**src/rtl/ir_frontend.sv**
```systemverilog
// IR receiver front end: synchronizer, glitch filter, edge-realigned sample
// prescaler, idle detection and frame-start flag for the downstream decoder.
module ir_frontend #(
   parameter int unsigned DIV        = 28125,
   parameter int unsigned FILT       = 8,
   parameter int unsigned IDLE_TICKS = 32,
   parameter int unsigned INVERT     = 0
) (
   input  logic clk,
   input  logic reset,
   input  logic ir_in,
   output logic ir_sample,
   output logic sample_clk,
   output logic sample_tick,
   output logic idle,
   output logic frame_start
);

   localparam int unsigned CW = (DIV > 1) ? $clog2(DIV) : 1;
   localparam int unsigned FW = (FILT > 1) ? $clog2(FILT) : 1;
   localparam int unsigned IW = $clog2(IDLE_TICKS + 1);

   localparam logic [CW-1:0] CNT_LAST  = CW'(DIV - 1);
   localparam logic [CW-1:0] CNT_HALF  = CW'(DIV / 2);
   localparam logic [CW-1:0] CNT_RISE  = CW'(DIV / 2 - 1);
   localparam logic [FW-1:0] FCNT_LAST = FW'(FILT - 1);
   localparam logic [IW-1:0] IDLE_FULL = IW'(IDLE_TICKS);

   localparam logic INV_BIT  = (INVERT != 0);
   // Synchronizer flops reset to the raw level that reads as line-high.
   localparam logic SYNC_RST = ~INV_BIT;

   logic          sync1, sync2, s;
   logic          filt;
   logic [FW-1:0] fcnt;
   logic          filt_edge, filt_fall;
   logic [CW-1:0] cnt;
   logic          period_end;
   logic [IW-1:0] icnt;

   assign s          = sync2 ^ INV_BIT;
   assign filt_edge  = (s != filt) && (fcnt == FCNT_LAST);
   assign filt_fall  = filt_edge && filt;
   assign period_end = (cnt == CNT_LAST);

   always_ff @(posedge clk or negedge reset) begin
      if (!reset) begin
         sync1 <= SYNC_RST;
         sync2 <= SYNC_RST;
      end else begin
         sync1 <= ir_in;
         sync2 <= sync1;
      end
   end

   always_ff @(posedge clk or negedge reset) begin
      if (!reset) begin
         filt <= 1'b1;
         fcnt <= '0;
      end else if (s == filt) begin
         fcnt <= '0;
      end else if (fcnt == FCNT_LAST) begin
         filt <= s;
         fcnt <= '0;
      end else begin
         fcnt <= fcnt + FW'(1);
      end
   end

   // A filtered edge restarts the period at its midpoint so the next sample
   // lands half a period later; it also forces sample_clk low, never high.
   always_ff @(posedge clk or negedge reset) begin
      if (!reset) begin
         cnt         <= '0;
         ir_sample   <= 1'b1;
         sample_tick <= 1'b0;
         sample_clk  <= 1'b0;
      end else begin
         sample_tick <= period_end;
         if (period_end)
            ir_sample <= filt;

         if (filt_edge)
            cnt <= CNT_HALF;
         else if (period_end)
            cnt <= '0;
         else
            cnt <= cnt + CW'(1);

         if (filt_edge)
            sample_clk <= 1'b0;
         else if (cnt == CNT_RISE)
            sample_clk <= 1'b1;
         else if (period_end)
            sample_clk <= 1'b0;
      end
   end

   always_ff @(posedge clk or negedge reset) begin
      if (!reset) begin
         icnt        <= '0;
         idle        <= 1'b0;
         frame_start <= 1'b0;
      end else begin
         if (filt_edge)
            icnt <= '0;
         else if (sample_tick && filt && (icnt != IDLE_FULL))
            icnt <= icnt + IW'(1);
         idle        <= (icnt == IDLE_FULL);
         frame_start <= filt_fall && idle;
      end
   end

endmodule

```
**config.mk**
```make
export PLATFORM = sky130hd
export DESIGN_NAME = ir_frontend
export DESIGN_NICKNAME = d
export VERILOG_FILES = /design/src/rtl/ir_frontend.sv
export SDC_FILE = /design/constraint.sdc
export NUM_CORES = 1
export LEC_CHECK = 0
export BUFFER_PORTS_ARGS = -buffer_cell sky130_fd_sc_hd__buf_2
export CAP_MARGIN = 15
export CORE_AREA = 2 2 56 58
export CTS_CLUSTER_DIAMETER = 60
export DETAILED_ROUTE_END_ITERATION = 6
export DIE_AREA = 0 0 58 60
export PLACE_DENSITY_LB_ADDON = 0.25
export SYNTH_ARGS = -nofsm -noshare
export SYNTH_HDL_FRONTEND = slang
export SYNTH_SLANG_ARGS = --single-unit
```
**constraint.sdc**
```tcl
create_clock -name clk -period 5.9 [get_ports clk]
set_input_delay 0.59 -clock clk [delete_from_list [all_inputs] [get_ports clk]]
set_output_delay 0.59 -clock clk [all_outputs]
set_load 0.05 [all_outputs]
```
# Word-level counts from Yosys, hierarchy flattened
# Cells that the tools add are included.
# Widths: inputs -> output; s select.
# totals
reg_bits	32
latchBits	0
mem_bits_rw	0
romBits	0
inputBits	3
out_inout_bits	5
elab_cells	39
memories	0
# classes
addsub	3
mul	0
div_mod_pow	0
magnitude_cmp	0
eq_ne	7
n_shift	0
mux	9
n_bitwise	1
n_reduce_logical	8
# ops
operator	count
$mux 15	2
$add 15x1->15 const B	1
$eq 15x14->1 const B	1
$eq 15x15->1 const B	1
$mux 6	2
$add 6x1->6 const B	1
$eq 6x6->1 const B	1
$mux 3	2
$ne 6x6->1 const B	1
$logic_and 1x1->1	5
$add 3x1->3 const B	1
$eq 3x3->1 const B	1
$mux 1	3
$reduce_bool 3->1	1
$reduce_and 2->1	1
$reduce_bool 2->1	1
$eq 1x1->1	1
$ne 1x1->1	1
$not 1->1	1

# Depth between registers and ports, before layout
# logic_depth
ltp_word	4
ltp_mapped	8
ltp_nobuf	7

# Least setup slack after synthesis
# No wires, ideal clock.
# synth_timing
kind	reg-to-reg
startpoint	reg cnt[0]
endpoint	reg cnt[7]
setup_time_ns	0.129
arrival_ns	1.727
t_required_ns	5.771
setup_slack_ns	4.045
path_stages_with_launch	9
path_buffers	1
period_less_slack_ns	1.855
path_cell_list	dfrtp_1 > inv_1 > ha_1 > nand4b_1 > or4_1 > buf_6 > clkinv_8 > nor2_2 > a2111o_1
# synth_via
elab_chain_cells	3
elab_cells_between_ends	4
cone_classes	add/sub (1); eq/ne (1); mux (2)
# synth_lines
element	line	source
start: declaration	37	logic [CW-1:0] cnt;
start signal: assignment	88	cnt <= cnt + CW'(1);
$eq 15x15->1	44	assign period_end = (cnt == CNT_LAST);
named net period_end	38	logic period_end;
$mux 15	85	else if (period_end)
$mux 15	83	if (filt_edge)
# The timed path passes the listed nets, and every way through them passes these cells.
# A chain may end at the register's enable or synchronous reset.

# Final worst setup path
# layout_timing
startpoint	reg cnt[1]
endpoint	reg cnt[7]
# The elaborated chain is that of the path after synthesis.

==> impl_metrics.ini <==
[power_and_ir_drop]
p_leak_nw = 0.787
finalPower_mw = 0.647
power_density_nw_per_um2 = 385
ir_drop_v = 0.000228

[worst_setup_path]
cp.required_ns = 6.12
crit_type = reg2reg
crit_end = cnt[7]
worst-r2r-cell-count = 7
cp-startpoint = cnt[1]
critPathLaunchType = flop
cp-end-kind = flop
ff2ff_setup_slack_ns = 3.83
path_max_fanout = 7
crit_arrival_ns = 2.29
r2r-start = cnt[1]
r2r-end = cnt[7]

[routing]
drtIter0Drc = 59
drt-total-wl_um = 2730
wl_per_cell_um = 14.5
route.detailed.drc = 0
vias_per_cell = 5.62
antenna_left = 0
first_pass_iters = 4
vias = 1056

[die]
start_util_pct = 53.1
core-area_um2 = 2900
dieArea_um2 = 3480
io-pin-count = 8
rows = 20
die_h_um = 60
die_w_um = 58

[cells_and_area]
antenna_cells = 0
layout.nets = 164
finalCoreUtilization_pct = 57.8
layout-drive-gt1-share_pct = 16.8
stdcell_count = 188
syn2layout_area_growth_pct = 8.93
final_cell_area_um2 = 1680

[sta]
layout_setup_ws_ns = 3.83
skew_ns = 0.0118
fin_crit_ns = 2.07
grt_setup_unrepaired = false
slew_viol_final = 0
slew_headroom_pct = 54.0
holdWs_ns = 0.289
setup_viol = 0
worstMarginPinSlew_ns = 0.690
setup_tns_ns = 0
fmax_ghz = 0.482
final_hold_viol_count = 0
finalCritPeriodShare_pct = 35.2

[placed_design]
dp_hpwl_um = 2040
portBuffers = 7
place_area_um2 = 1600
place.gp.congestion = 0.823
placedCellCount = 180
pre_cts_ws_ns = 3.82

[yosys]
synthFlopType = dfrtp_1
synth_area_um2 = 1540
yosysWarnings = 0
synthArstFlopShare_pct = 100
synthDistinctLibCells = 37
synthTopCellsByArea = dfrtp_1 (45%), dfstp_2 (6.8%), ha_1 (5.7%)
synthesis.nets = 152
netlist_top_cells_count = dfrtp_1 (28), nor2_1 (13), nand2_1 (12)
seq_area_frac_synth_pct = 52.3
synth_area_leader_cell = dfrtp_1
synth_top_area_share_pct = 45.5
ys_ff_latch = 32
synth_area_per_cell_um2 = 10.9
netlist_instances = 142
synth-edff-count = 0
synth_most_common_cell = dfrtp_1

[clocking]
cts_root_buffer = clkbuf_4
cts_resized = 0
htreeDepth = 2
clock-sinks = 32
cts_setup_buffers = 0
cts_tree = built
clk_latency_ns = 0.33
ctsHoldBuffers = 0
numCtsBuffers = 5
path_clk_slew_ns = 0.10
clk_path_buf_depth = 2

[run_status]
status = finished, final reports clean

[min_path]
hold_class = in2async

[grt]
grt-ovfl-total = 0
grt_max_degree = 33
grtUsageTotal_pct = 19.1
grt_pass1_vias = 1066
grt_pass1_wl_um = 4790
antenna_found_initial = 0

[flow_run]
drv_cap = 0
==> registers in the layout, summed over array words and instances (netlist names) <==
signal and flops:
icnt 6, sync1 1, frame_start 1, fcnt 3
sample_clk 1, sample_tick 1, filt 1, s 1
idle 1, ir_sample 1, cnt 15
==> cells by family (layout without fill, tap and decap cells) <==
kind of cell | after synthesis | after routing | synth area share [%]
and+or+nand+nor | 63 | 63 | 22.2
DFF | 32 | 32 | 52.3
xor gates and xnor gates | 16 | 16 | 9.09
AOI/OAI and AO/OA | 13 | 13 | 5.36
buffers and inverters | 8 | 21 | 3.25
adders and majority gates | 7 | 7 | 5.68
muxes | 3 | 3 | 2.11
==> critical path: stages, from the launching register on <==
cell      delay, ns
dfrtp_1        0.42
inv_1          0.13
ha_1           0.16
nand4b_1       0.09
or4_1          0.67
clkinv_8       0.12
nor2_2         0.05
a2111o_1       0.34
==> layer usage <==
layer	vias to the layer above	GRT usage [%]	part of all wire (%)
li1	521	-	-
met1	505	22.7	46
met2	26	31.3	48
met3	4	4.76	4.8
met4	0	11.3	1.4
met5	-	0	0
==> worst min path at each step <==
stage	startpoint	to	slack, ns	cells after the start
global placement	sync1	s	0.35	0
detailed placement	sync1	s	0.35	0
floorplan	reset	cnt[0]	0.29	0
finish	reset	icnt[0]	0.29	1
CTS	reset	icnt[5]	0.30	1
global route	ir_in	sync1	0.33	1
==> area by class of cell <==
cell class,count,area [um2]
Clock inverter,2,35.0
Inverter,6,35.0
Fill cell,254,1220
Multi-Input combinational cell,102,686
Clock buffer,6,41.3
Timing Repair Buffer,7,35.0
Sequential cell,32,806
Tap cell,33,41.3
==> power breakdown <==
part           total, mW  internal [mW]  switching (mW)
logic              0.152         0.0712          0.0806
registers          0.336          0.272          0.0637
clock network      0.159         0.0888          0.0704
==> placed cells by master, fill, tap and decap left out, types with 3 or more instances in the layout <==
master	netlist	layout
inv_1	5	5
dfstp_2	4	4
o21ai_0	6	6
clkbuf_4	0	5
xor2_1	7	7
dfrtp_1	28	28
xnor2_1	9	9
nand3_1	10	10
nor2_1	13	13
ha_1	7	7
and2_1	4	4
nor4_1	5	5
buf_2	0	7
nand2_1	12	12
nor3_1	3	3
Power figures use the tool's default switching activity.
